File: src/rtl/rom_stream_pkg.sv
// rom_stream_pkg: shared FSM state type and ROM content function
package rom_stream_pkg;

    typedef enum logic {IDLE, STREAM} state_t;

    function automatic logic [31:0] word(input logic [31:0] a, input int unsigned addr_w);
        int unsigned h;
        logic [31:0] m;
        h = addr_w / 2;
        m = (32'd1 << h) - 32'd1;
        // Sum of the low and high address halves, carry dropped at half width
        return ((a & m) + ((a >> h) & m)) & m;
    endfunction

endpackage

File: src/rtl/rom_stream_if.sv
// rom_stream_if: burst request and word stream handshake bundle
interface rom_stream_if #(
    parameter int ADDR_W = 4,
    parameter int DATA_W = 2
);
    logic              req_valid;
    logic              req_ready;
    logic [ADDR_W-1:0] req_addr;
    logic [ADDR_W-1:0] req_len;
    logic              dout_valid;
    logic              dout_ready;
    logic [DATA_W-1:0] dout;
    logic              dout_last;
    logic              busy;

    modport master (
        output req_valid, req_addr, req_len, dout_ready,
        input  req_ready, dout_valid, dout, dout_last, busy
    );

    modport slave (
        input  req_valid, req_addr, req_len, dout_ready,
        output req_ready, dout_valid, dout, dout_last, busy
    );
endinterface

File: src/rtl/rom_table.sv
// rom_table: combinational address-to-word lookup of the fixed ROM
module rom_table #(
    parameter int ADDR_W = 4,
    parameter int DATA_W = 2
) (
    input  logic [ADDR_W-1:0] addr,
    output logic [DATA_W-1:0] data
);
    import rom_stream_pkg::*;

    assign data = DATA_W'(word(32'(addr), ADDR_W));
endmodule

File: src/rtl/rom_stream.sv
// rom_stream: streams a burst of ROM words from a start address with valid/ready flow control
module rom_stream #(
    parameter int ADDR_W = 4,
    parameter int DATA_W = 2
) (
    input logic       clk,
    input logic       rst,
    rom_stream_if.slave bus
);
    import rom_stream_pkg::*;

    state_t            state;
    state_t            state_next;
    logic [ADDR_W-1:0] addr;
    logic [ADDR_W-1:0] rem;
    logic [ADDR_W-1:0] look_addr;
    logic [DATA_W-1:0] look_data;
    logic [DATA_W-1:0] dout_q;
    logic              last_q;
    logic              accept;
    logic              fire;

    assign accept         = bus.req_valid && (state == IDLE);
    assign fire           = (state == STREAM) && bus.dout_ready;
    assign bus.req_ready  = (state == IDLE);
    assign bus.busy       = (state == STREAM);
    assign bus.dout_valid = (state == STREAM);
    assign bus.dout       = dout_q;
    assign bus.dout_last  = last_q;

    // In IDLE look up the incoming start word, while streaming look up the following word
    assign look_addr = (state == IDLE) ? bus.req_addr : addr + 1'b1;

    rom_table #(.ADDR_W(ADDR_W), .DATA_W(DATA_W)) u_rom (
        .addr (look_addr),
        .data (look_data)
    );

    // Next state: accept starts a burst, transfer of the last beat ends it
    always_comb begin
        state_next = state;
        state_next = accept ? STREAM : (fire && last_q) ? IDLE : state;
    end

    // State register
    always_ff @(posedge clk) begin
        if (rst) state <= IDLE;
        else     state <= state_next;
    end

    // Output word register; rem counts beats left after the one on dout, so len=0 yields 2^ADDR_W beats
    always_ff @(posedge clk) begin
        if (rst) begin
            addr   <= '0;
            rem    <= '0;
            dout_q <= '0;
            last_q <= 1'b0;
        end else if (accept) begin
            addr   <= bus.req_addr;
            rem    <= bus.req_len - 1'b1;
            dout_q <= look_data;
            last_q <= (bus.req_len == ADDR_W'(1));
        end else if (fire) begin
            addr   <= look_addr;
            rem    <= rem - 1'b1;
            dout_q <= last_q ? '0 : look_data;
            last_q <= (rem == ADDR_W'(1));
        end
    end
endmodule

File: src/flat_wrapper.sv
// flat-port wrapper written by rule: the top's interface ports become plain ports
module rom_stream_flat import rom_stream_pkg::*;
#(
    parameter int ADDR_W = 4,
    parameter int DATA_W = 2
)
  (clk, rst, bus_req_valid, bus_req_addr, bus_req_len, bus_dout_ready, bus_req_ready, bus_dout_valid, bus_dout, bus_dout_last, bus_busy);
  rom_stream_if #(.ADDR_W(ADDR_W), .DATA_W(DATA_W)) bus_i ();
  input logic clk;
  input logic rst;
  input wire logic [$bits(bus_i.req_valid)-1:0] bus_req_valid;
  input wire logic [$bits(bus_i.req_addr)-1:0] bus_req_addr;
  input wire logic [$bits(bus_i.req_len)-1:0] bus_req_len;
  input wire logic [$bits(bus_i.dout_ready)-1:0] bus_dout_ready;
  output wire logic [$bits(bus_i.req_ready)-1:0] bus_req_ready;
  output wire logic [$bits(bus_i.dout_valid)-1:0] bus_dout_valid;
  output wire logic [$bits(bus_i.dout)-1:0] bus_dout;
  output wire logic [$bits(bus_i.dout_last)-1:0] bus_dout_last;
  output wire logic [$bits(bus_i.busy)-1:0] bus_busy;
  assign bus_i.req_valid = bus_req_valid;
  assign bus_i.req_addr = bus_req_addr;
  assign bus_i.req_len = bus_req_len;
  assign bus_i.dout_ready = bus_dout_ready;
  assign bus_req_ready = bus_i.req_ready;
  assign bus_dout_valid = bus_i.dout_valid;
  assign bus_dout = bus_i.dout;
  assign bus_dout_last = bus_i.dout_last;
  assign bus_busy = bus_i.busy;
  rom_stream #(.ADDR_W(ADDR_W), .DATA_W(DATA_W)) u_core (.clk(clk), .rst(rst), .bus(bus_i));
endmodule
File: config.mk
export PLATFORM = sky130hd
export DESIGN_NAME = rom_stream_flat
export DESIGN_NICKNAME = d
export VERILOG_FILES = /design/src/rtl/rom_stream_pkg.sv /design/src/rtl/rom_stream_if.sv /design/src/rtl/rom_table.sv /design/src/rtl/rom_stream.sv /design/src/flat_wrapper.sv
export SDC_FILE = /design/constraint.sdc
export NUM_CORES = 1
export LEC_CHECK = 0
export ABC_AREA = 1
export BUFFER_PORTS_ARGS = -buffer_cell sky130_fd_sc_hd__buf_4
export CAP_MARGIN = 30
export CORE_MARGIN = 10
export CORE_UTILIZATION = 25
export DETAILED_ROUTE_END_ITERATION = 8
export PLACE_DENSITY = 0.46
export SETUP_SLACK_MARGIN = 0.02
export SLEW_MARGIN = 20
export SYNTH_ARGS = -nofsm -noshare
export SYNTH_HDL_FRONTEND = slang
export SYNTH_SLANG_ARGS = --single-unit
File: constraint.sdc
create_clock -name clk -period 2.87 [get_ports clk]
set_input_delay 0.574 -clock clk [delete_from_list [all_inputs] [get_ports clk]]
set_output_delay 0.574 -clock clk [all_outputs]
set_load 0.01 [all_outputs]
[After elaboration in Yosys (flattened, before gate mapping)]
Index checks and enable logic that the tools add are counted.
Widths: inputs -> output; s select.
Word-level totals
  bits in registers: 12
  latch bits: 0
  RAM bits: 0
  bits in read-only memories: 0
  input port bits: 12
  output and inout port bits: 6
  logic and storage cells: 29
  memories: 0
Cells by class
  $add $sub $neg: 4
  multiply operators: 0
  divide/modulo/power cells: 0
  $lt $le $gt $ge: 0
  equal/unequal tests: 2
  shift-type cells: 0
  mux-type cells: 12
  bitwise gates (word level): 1
  reduce and logical (&&, ||, !) cells: 5
Operators with widths (count)
  $mux 4: 5
  $eq 4x1->1 const B: 2
  $sub 4x1->4 const B: 2
  $mux 2: 3
  $add 4x1->4 const B: 1
  $mux 1: 4
  $reduce_bool 2->1: 2
  $logic_and 1x1->1: 3
  $add 2x2->2: 1
  $not 1->1: 1

[Logic depth before layout (Yosys ltp)]
Gate-level depths: netlist of the first run.
  depth after elaboration: 6
  mapped depth: 12
  gate-level depth less buffers: 11

[Cells and area by module]
A second synthesis of the first run with hierarchy kept.
Second synthesis, totals
  cell total of the unflattened synthesis: 122
  area, all modules: 859.6 µm²
Modules (own cells, without submodules)
  rom_stream: times used 1, cells each 112, area an instance 812.0 µm², sequential area each 240.2 µm²
  rom_table: times used 1, cells each 10, area an instance 47.5 µm², sequential area each 0.0 µm²

[Worst setup path before layout of the first run]
No wires, ideal clock.
  path kind: register -> register
  start: register u_core.addr[0]
  end: register u_core.dout_q[1] (netlist: u_core.bus.dout[1])
  library setup time: 0.118 ns
  data arrival time: 1.435 ns
  data required time: 2.752 ns
  slack: 1.317 ns
  cell stages (with the launch flop): 12
  path buffers: 0
  period minus slack after synthesis: 1.553 ns
  path through: dfxtp_1 ha_1 xnor2_1 o21ai_0 ha_1 inv_1 nand3_1 nand2_1 nand3_1 nand2_1 nand2_1 a21oi_2
Between the ends
  cells in the longest elaborated chain, start to end: 6
Ends and longest elaborated chain
  start: declaration: RTL line rom_stream.sv:14  | logic [ADDR_W-1:0] addr;
  start signal: assignment: RTL line rom_stream.sv:59  | addr <= bus.req_addr;
  start signal: assignment: RTL line rom_stream.sv:64  | addr <= look_addr;
  $add 4x1->4 *: RTL line rom_stream.sv:32  | assign look_addr = (state == IDLE) ? bus.req_addr : addr + 1'b1;
  $mux 4 *: RTL line rom_stream.sv:32
  $add 2x2->2 *: RTL line rom_stream_pkg.sv:12  | return ((a & m) + ((a >> h) & m)) & m;
  $mux 2: RTL line rom_stream.sv:66  | dout_q <= last_q ? '0 : look_data;
  $mux 2: RTL line rom_stream.sv:63  | end else if (fire) begin
  $mux 2 *: RTL line rom_stream.sv:58  | end else if (accept) begin
  end signal: assignment: RTL line rom_stream.sv:61  | dout_q <= look_data;
  end signal: assignment: RTL line rom_stream.sv:66
  end: declaration: RTL line rom_stream.sv:18  | logic [DATA_W-1:0] dout_q;
Every way passes the cells marked *; elsewhere a longest branch is shown, timed or not. The select of a mux whose other input is x is not followed.
A chain may end at the register's enable or synchronous reset.

[Worst setup path in the final report of the first run]
  start: register u_core.state (netlist: u_core.bus.busy)
  end: register u_core.dout_q[1] (netlist: u_core.bus.dout[1])
Between the ends
  cells in the longest elaborated chain, start to end: 5
  elaborated cells on any way between the ends: 9
  those cells by class: add/sub: 1; mux: 4; bitwise: 1; reduce/logical: 3
Ends and longest elaborated chain
  start: declaration: RTL line rom_stream.sv:12  | state_t state;
  start signal: assignment: RTL line rom_stream.sv:48  | else state <= state_next;
  $mux 4: RTL line rom_stream.sv:32
  $add 2x2->2: RTL line rom_stream_pkg.sv:12
  $mux 2: RTL line rom_stream.sv:66
  $mux 2: RTL line rom_stream.sv:63
  $mux 2: RTL line rom_stream.sv:58
Parallel ways exist; a longest one is shown, timed or not. The select of a mux whose other input is x is not followed.

==> results.cfg, run 1 <==
[placement]
gp_congestion = 0.824
dp.cells = 172
dp_hpwl_um = 1680
place_area_sq_um = 992
io_buffers = 17

[cts]
clkTransAtPathRegs_ns = 0.09
numCtsBuffers = 3
cts_max_level = 1
cts_resized = 0
cts_root_buf = clkbuf_4
cts_buffer_depth = 2
post-cts-setup-buffer-count = 0
hold_buffers = 0
cts_tree = done
clock_latency_ns = 0.28
cts_sinks = 12

[sta]
timing.final.max_slew_violations = 0
finalSetupTns_ns = 0
fin_crit_sh = 0.701
whs_ns = 0.458
period_needed_ns = 2.01
rsz0062_at_grt = no
skew_ns = 0.00992
worst_slew_pin_slew_ns = 0.488
hold_violations = 0
max-slew-margin-rel = 0.674
max_freq_ghz = 0.497
setup_viol = 0

[synth]
synth_nets = 132
synthCells = 114
synth_area_per_cell_sq_um = 7.36
seq_area_frac_synth = 0.286
synth.yosys.warnings = 0
synth_seq_cells = 12
synth.distinct_cells = 25
netlist_area_sq_um = 840

[drt]
drt-pass1-iter-count = 4
antenna_left = 0
drtIter0Drc = 56
avgRoutedWirePerCell_um = 12.2
drt-total-wl_um = 2150
drc_errors = 0
dr_total_vias = 803
via_per_inst = 4.56

[setup_path]
cp_data_arrival_time_ns = 2.18
slowest_delay_ns = 0.63
reg2regPathDepth = 10
regToRegStartpoint = u_core.bus.busy
endpoint_kind = flop
r2r-end = u_core.bus.dout[1]
startpoint_type = flop
path_class = reg -> reg
cpMostUsedCell = nand2_1
r2r_setup_slack_ns = 0.86
cp.required_ns = 3.03
slowest_stage = dfxtp_1
crit_chain = inv_2 > o21ai_0 > ha_1 > inv_1 > nand3_1 > nand2_1 > nand3_1 > nand2_1 > nand2_1 > a21oi_2
critical_path.max_fanout = 13

[cells_and_area]
stdcell_count = 176
drive_gt1_frac = 0.220
final_cell_area_sq_um = 1030
final_cell_mix = nand2_1 (18), buf_4 (17), inv_1 (16)
nets = 151
fillCellCount = 357
synthToLayoutAreaGrowth_pct = 22.5
diodes = 0
mostFrequentLayoutCell = nand2_1

[floorplanning]
pin_count = 18
die_w_um = 78.0
start_util = 0.268
die_area_sq_um = 6080
rows = 20
fp.dieH_um = 78.0
core_sq_um = 3130

[pwr]
powerDensity_nw_per_um2 = 475
leakage_uw = 0.000498
irDropWorstVdd_mv = 0.148

[global_route]
gr-total-overflow = 0
grt.total_usage = 0.0739
grt_pass1_vias = 807
antenna_found_initial = 0
grt_pass1_wl_um = 3740
grt_max_degree = 16

[status]
outcome = complete, no violations

[min_path]
min_from = rst
hold_depth = 2
hold_path.class = in -> reg
min_to = u_core.rem[0]

[flow_run]
cap_viol_max_count = 0
per-layer routing:
layer  vias to the layer above  routed length [um]  GRT usage
li1                        421                   -          -
met1                       370                 993     0.0840
met2                        10                1010      0.120
met3                         2                 124     0.0265
met4                         0                  19     0.0358
met5                         -                   0          0
flip-flops by register name, summed over array words and instances, names as in the netlist:
signal	count
u_core.bus.busy	1
u_core.rem	4
u_core.bus.dout_last	1
u_core.addr	4
u_core.bus.dout	2
worst max-delay path: cells and delay by family, from the launching register on:
| kind | cells | cell delay [ns] |
|---|---|---|
| buffers and inverters | 2 | 0.27 |
| DFF | 1 | 0.63 |
| and+or+nand+nor | 5 | 0.33 |
| AOI/OAI and AO/OA | 2 | 0.41 |
| adders and majority gates | 1 | 0.25 |
cells in the mapped netlist, drive strengths merged:
| library cell | count | area (sq um) |
|---|---|---|
| xor2 | 2 | 17.5 |
| or2 | 1 | 6.26 |
| nand3 | 14 | 75.1 |
| dfxtp | 12 | 240 |
| ha | 6 | 75.1 |
| a221oi | 1 | 15.0 |
| a21oi | 4 | 23.8 |
| nor2 | 5 | 18.8 |
| o211ai | 2 | 15.0 |
| xnor2 | 2 | 17.5 |
| inv | 18 | 70.1 |
| nand4 | 5 | 31.3 |
| a211oi | 2 | 15.0 |
| buf | 3 | 30.0 |
| a31oi | 2 | 12.5 |
| o21bai | 2 | 15.0 |
| o21ai | 12 | 60.1 |
| nand2 | 21 | 101 |
per-stage QoR:
stage / util / worst slack (ns) / power (uW)
after floorplan: - / 1.32 / 309
after global placement: 0.317 / 0.898 / 354
after detailed placement: 0.317 / 0.840 / 355
after CTS: 0.329 / 0.832 / 499
after global routing: 0.329 / 0.630 / 528
final: 0.329 / 0.858 / 488
report_power, final:
group	total [uW]	internal (uW)	switching [uW]
clock network	138	77.1	61.1
registers	204	185	19.6
logic	146	63.8	81.7
final cells by class:
class / instances / area, sq um / share of cell area
multi-input combinational: 81 / 499 / 0.485
sequential: 12 / 240 / 0.234
timing repair buffer: 17 / 128 / 0.124
inverter: 18 / 70.1 / 0.0681
tap: 44 / 55.1 / 0.0535
clock buffer: 4 / 36.3 / 0.0353
worst max-delay path by stage:
| stage | to | slack [ns] | from |
|---|---|---|---|
| finish | u_core.bus.dout[1] | 0.86 | u_core.bus.busy |
| global route | u_core.bus.dout[1] | 0.63 | u_core.bus.busy |
| CTS | u_core.bus.dout[1] | 0.83 | u_core.bus.busy |
| detailed placement | u_core.bus.dout[1] | 0.84 | u_core.bus.busy |
| global placement | u_core.bus.dout[1] | 0.90 | u_core.bus.busy |
| floorplan | u_core.bus.dout[1] | 1.32 | u_core.addr[0] |
kinds of logic (layout without fill, tap and decap cells):
kind of cell / Yosys count / count (layout) / synth area share
xor+xnor: 4 / 4 / 0.0417
fa+ha+maj: 6 / 6 / 0.0894
flops: 12 / 12 / 0.286
simple gates: 46 / 46 / 0.277
compound gates: 25 / 25 / 0.186
buf+inv: 21 / 39 / 0.119
Note: power is estimated with default switching activity, not from simulation.
==> inputs of run 2 (changes only) <==
--- a/config.mk
+++ b/config.mk
@@ -11,7 +11,7 @@
 export CORE_MARGIN = 10
 export CORE_UTILIZATION = 25
 export DETAILED_ROUTE_END_ITERATION = 8
-export PLACE_DENSITY = 0.46
+export PLACE_DENSITY = 0.47
 export SETUP_SLACK_MARGIN = 0.02
 export SLEW_MARGIN = 20
 export SYNTH_ARGS = -nofsm -noshare
==> constraint.sdc (replaced) <==
create_clock -name clk -period 1.8 [get_ports clk]
set_input_delay 0.36 -clock clk [delete_from_list [all_inputs] [get_ports clk]]
set_output_delay 0.36 -clock clk [all_outputs]
set_load 0.01 [all_outputs]
==> run 2 against run 1 <==
  * Global-route usage decreased by 0.11 points
  * Total power increased by 51%
  * Largest cell class unchanged
  * Critical path type unchanged
  * Wire length decreased by 3.4%
  * Hold slack got worse by 0.20 ns
  * Sequential share of layout area decreased by 0.11 points
==> results.cfg, run 2 (synthesized netlist as in run 1, its figures left out) <==
[global_route]
grt.total_usage = 0.0729
gr-total-overflow = 0
antenna_found_initial = 0
grt_pass1_wl_um = 3730
grt_pass1_vias = 836
grt_max_degree = 16

[sta]
timing.final.max_slew_violations = 0
setup_viol = 0
whs_ns = 0.253
worst_slew_pin_slew_ns = 0.305
skew_ns = 0.0115
fin_crit_sh = 0.898
max_freq_ghz = 0.619
hold_violations = 0
max-slew-margin-rel = 0.796
period_needed_ns = 1.62

[floorplanning]
start_util = 0.268
pin_count = 18
fp.dieH_um = 78.0
die_area_sq_um = 6080
rows = 20
die_w_um = 78.0
core_sq_um = 3130

[cells_and_area]
final_cell_mix = buf_4 (21), nand2_1 (18), inv_1 (16)
mostFrequentLayoutCell = buf_4
drive_gt1_frac = 0.267
final_cell_area_sq_um = 1050
fillCellCount = 346
multi_input_comb_area_sq_um = 504
synthToLayoutAreaGrowth_pct = 25.6
diodes = 0
seq_area_sq_um = 245
nets = 155

[pwr]
leakage_uw = 0.000507
switchingPower_uw = 249
p_comb_frac = 0.340
powerDensity_nw_per_um2 = 697
swShare = 0.339
power.internal_uw = 486
clkPwrFrac = 0.222
irDropWorstVdd_mv = 0.200
p_total_uw = 735
pwr-share-seq = 0.437

[drt]
via_per_inst = 4.65
drtIter0Drc = 30
antenna_left = 0
drc_errors = 0
dr_total_vias = 832
drt-pass1-iter-count = 4
drt-total-wl_um = 2080
avgRoutedWirePerCell_um = 11.6

[placement]
place_area_sq_um = 1010
gp_congestion = 0.813
dp_hpwl_um = 1690
io_buffers = 17

[flow_run]
cap_viol_max_count = 0

[cts]
clock_latency_ns = 0.27
cts_buffer_depth = 2
cts_max_level = 1
cts_sinks = 12
cts_tree = done
cts_root_buf = clkbuf_4
numCtsBuffers = 3
hold_buffers = 0
clkTransAtPathRegs_ns = 0.08

[setup_path]
startpoint_type = flop
cp.required_ns = 1.95
cp_data_arrival_time_ns = 1.77
critical_path.max_fanout = 6
endpoint_kind = flop
path_class = reg -> reg

[min_path]
hold_path.class = in -> reg

[status]
outcome = complete, no violations
run 2: cell count changes in the layout (fill, tap and decap cells not counted), sizes merged:
cell / change
buf: +4
clkbuf: -1
run 2: metrics by stage:
step            util  worst slack, ns  std cells  TNS (ns)
2_1_floorplan      -            0.247        114         0
3_3_place_gp   0.324            0.153        175         0
3_5_place_dp   0.324            0.114        175         0
4_1_cts        0.332            0.104        178         0
5_1_grt        0.337          -0.0180        179   -0.0180
6_report       0.337            0.184        179         0
run 2: timing repair:
action                                 4_1_cts  5_1_grt
endpoints found under the hold margin        0        0
setup endpoints to repair                    0        1
resized for setup                            0        6
buffers inserted                             0        1
run 2: final timing paths:
| path | from | slack [ns] | to | cells past startpoint |
|---|---|---|---|---|
| hold / removal | rst | 0.25 | u_core.rem[0] | 2 |
| setup reg to reg | u_core.addr[0] | 0.18 | u_core.bus.dout[1] | 11 |
| hold reg to reg | u_core.bus.dout[0] | 0.52 | u_core.bus.dout[0] | 2 |
| setup / recovery | u_core.addr[0] | 0.18 | u_core.bus.dout[1] | 11 |
run 2: routing by layer:
| layer | part of all wire | up-vias | track usage | wire, um |
|---|---|---|---|---|
| li1 | - | 428 | - | - |
| met4 | 0.0077 | 0 | 0.0269 | 16 |
| met5 | 0 | - | 0 | 0 |
| met3 | 0.045 | 2 | 0.0230 | 94 |
| met1 | 0.46 | 392 | 0.0856 | 961 |
| met2 | 0.48 | 10 | 0.121 | 1000 |
run 2: worst max-delay path: stages (launching register included):
cell and delay (ns):
dfxtp_4 0.36, ha_2 0.18, xnor2_1 0.11, o21ai_1 0.20
ha_2 0.23, inv_1 0.05, nand3_1 0.07, nand2_1 0.06
nand3_1 0.07, nand2_1 0.06, nand2_1 0.06, a21oi_2 0.05
run 2: power by group through the flow:
stage                     Clock (uW)  Combinational, uW  Sequential [uW]
after floorplan                    0                167              325
after global placement             0                245              326
after detailed placement           0                248              326
after CTS                        172                249              321
after global routing             184                291              326
final                            163                250              321
run 2: layout make-up:
type / count / area share
inverter: 18 / 0.0664
timing repair buffer: 21 / 0.149
multi-input combinational: 81 / 0.478
clock buffer: 3 / 0.0214
sequential: 12 / 0.233
tap: 44 / 0.0522
==> inputs of run 3 (changes only) <==
==> constraint.sdc (replaced) <==
create_clock -name clk -period 1.3 [get_ports clk]
set_input_delay 0.26 -clock clk [delete_from_list [all_inputs] [get_ports clk]]
set_output_delay 0.26 -clock clk [all_outputs]
set_load 0.01 [all_outputs]
==> run 3 against run 2 <==
  * The flow now finishes with violations (negative setup slack)
  * Global-route usage increased by 0.63 points
  * Total power increased by 67%
  * Non-clock buffer count increased by 14
  * Design area increased by 21%
  * Via count increased by 6.0%
  * Sequential share of layout area decreased by 3.9 points
  * Register-to-register slack got worse by 0.45 ns
  * Flip-flop and latch count unchanged
  * First-iteration DRC count increased by 23%
==> results.cfg, run 3 (synthesized netlist as in run 1, its figures left out) <==
[status]
outcome = finished, violations left
violations = negative setup slack

[drt]
drt-total-wl_um = 2460
drt-pass1-iter-count = 4
antenna_left = 0
drtIter0Drc = 37
drc_errors = 0
via_per_inst = 4.55
dr_total_vias = 882
avgRoutedWirePerCell_um = 12.7

[cells_and_area]
final_cell_mix = buf_4 (32), nand2_1 (18), inv_1 (15)
drive_gt1_frac = 0.413
mostFrequentLayoutCell = buf_4
multi_input_comb_area_sq_um = 587
synthToLayoutAreaGrowth_pct = 51.4
final_util = 0.406
diodes = 0
seq_area_sq_um = 246
nets = 169
final_cell_area_sq_um = 1270
fillCellCount = 335

[global_route]
gr-total-overflow = 0
met1_usage = 0.0960
antenna_found_initial = 0
grt_pass1_wl_um = 3970
grt.total_usage = 0.0792
top_usage_layer = met2
grt_pass1_vias = 843
grt_use_met3 = 0.0311
grtUsageMet2 = 0.129
grt_max_degree = 14

[flow_run]
cap_viol_max_count = 0

[cts]
cts_tree = done
cts_sinks = 12
numCtsBuffers = 3
clock_latency_ns = 0.28
cts_root_buf = clkbuf_4
cts_max_level = 1
cts_buffer_depth = 2
clkTransAtPathRegs_ns = 0.09

[floorplanning]
start_util = 0.268
rows = 20
fp.dieH_um = 78.0
die_area_sq_um = 6080
die_w_um = 78.0
core_sq_um = 3130
pin_count = 18

[setup_path]
cp.required_ns = 1.53
path_class = reg -> reg
cp_data_arrival_time_ns = 1.79
critical_path.max_fanout = 3
endpoint_kind = flop
startpoint_type = flop

[pwr]
leakage_uw = 0.000606
irDropWorstVdd_mv = 0.587
powerDensity_nw_per_um2 = 966

[placement]
io_buffers = 17
dp_hpwl_um = 1870
place_area_sq_um = 1120
gp_congestion = 0.864

[sta]
skew_ns = 0.0198
finalSetupTns_ns = -0.338
fin_crit_sh = 1.20
max_freq_ghz = 0.639
setup_slack_ns = -0.265
worst_slew_pin_slew_ns = 0.342
hold_violations = 0
rsz0062_at_grt = yes
max-slew-margin-rel = 0.772
timing.final.max_slew_violations = 0
setup_viol = 2
period_needed_ns = 1.57

[min_path]
hold_path.class = in -> reg
run 3: cell types whose count changed in the layout (fill, tap and decap cells not counted), moves of 3 or more:
cell and delta:
nand3_2 +5, buf_6 +3, o21ai_0 -3, nand3_1 -5
buf_4 +11
run 3: through the flow:
stage / std cells / setup slack [ns] / total power [uW] / hold WS (ns)
after global routing: 194 / -0.330 / 1330 / 0.149
after detailed placement: 188 / -0.259 / 857 / 0.445
after floorplan: 114 / -0.163 / 689 / 0.326
after global placement: 188 / -0.184 / 852 / 0.442
after CTS: 192 / -0.225 / 1180 / 0.155
final: 194 / -0.265 / 1230 / 0.162
run 3: layer usage:
layer	up-vias	share of wire
li1	460	-
met1	406	0.45
met2	14	0.49
met3	2	0.051
met4	0	0.0061
met5	-	0
run 3: critical path, cell delays in order (launching register included):
cell and delay [ns]:
dfxtp_2 0.35, ha_4 0.16, xnor2_2 0.13, o21ai_2 0.21, ha_4 0.19, nand3_2 0.07
nand2_1 0.08, nand3_1 0.07, nand2_1 0.07, nand2_1 0.06, a21oi_2 0.12
run 3: what timing repair did:
item	4_1_cts	5_1_grt
pin swaps	7	11
buffers inserted	1	3
hold buffers	0	0
endpoints found under the setup margin	10	7
gates resized for setup	7	16
cloned	0	0
run 3: where the power goes:
part	leakage [uW]	total, uW	switching (uW)	internal, uW
clock network	0.0000210	307	136	170
registers	0.000101	442	33.0	409
logic	0.000484	479	245	234
run 3: final timing paths:
check | from | to | slack, ns | depth (start not counted)
worst max-delay path | u_core.addr[1] | u_core.bus.dout[1] | -0.27 | 10
worst min-delay path | rst | u_core.rem[0] | 0.16 | 2
worst max register to register | u_core.addr[1] | u_core.bus.dout[1] | -0.27 | 10
worst min register to register | u_core.bus.dout_last | u_core.bus.busy | 0.51 | 1
run 3: area by class of cell:
class                      instances  share of cell area
clock buffer                       4              0.0285
inverter                          18              0.0571
multi-input combinational         81               0.462
sequential                        12               0.194
tap                               44              0.0433
timing repair buffer              35               0.216
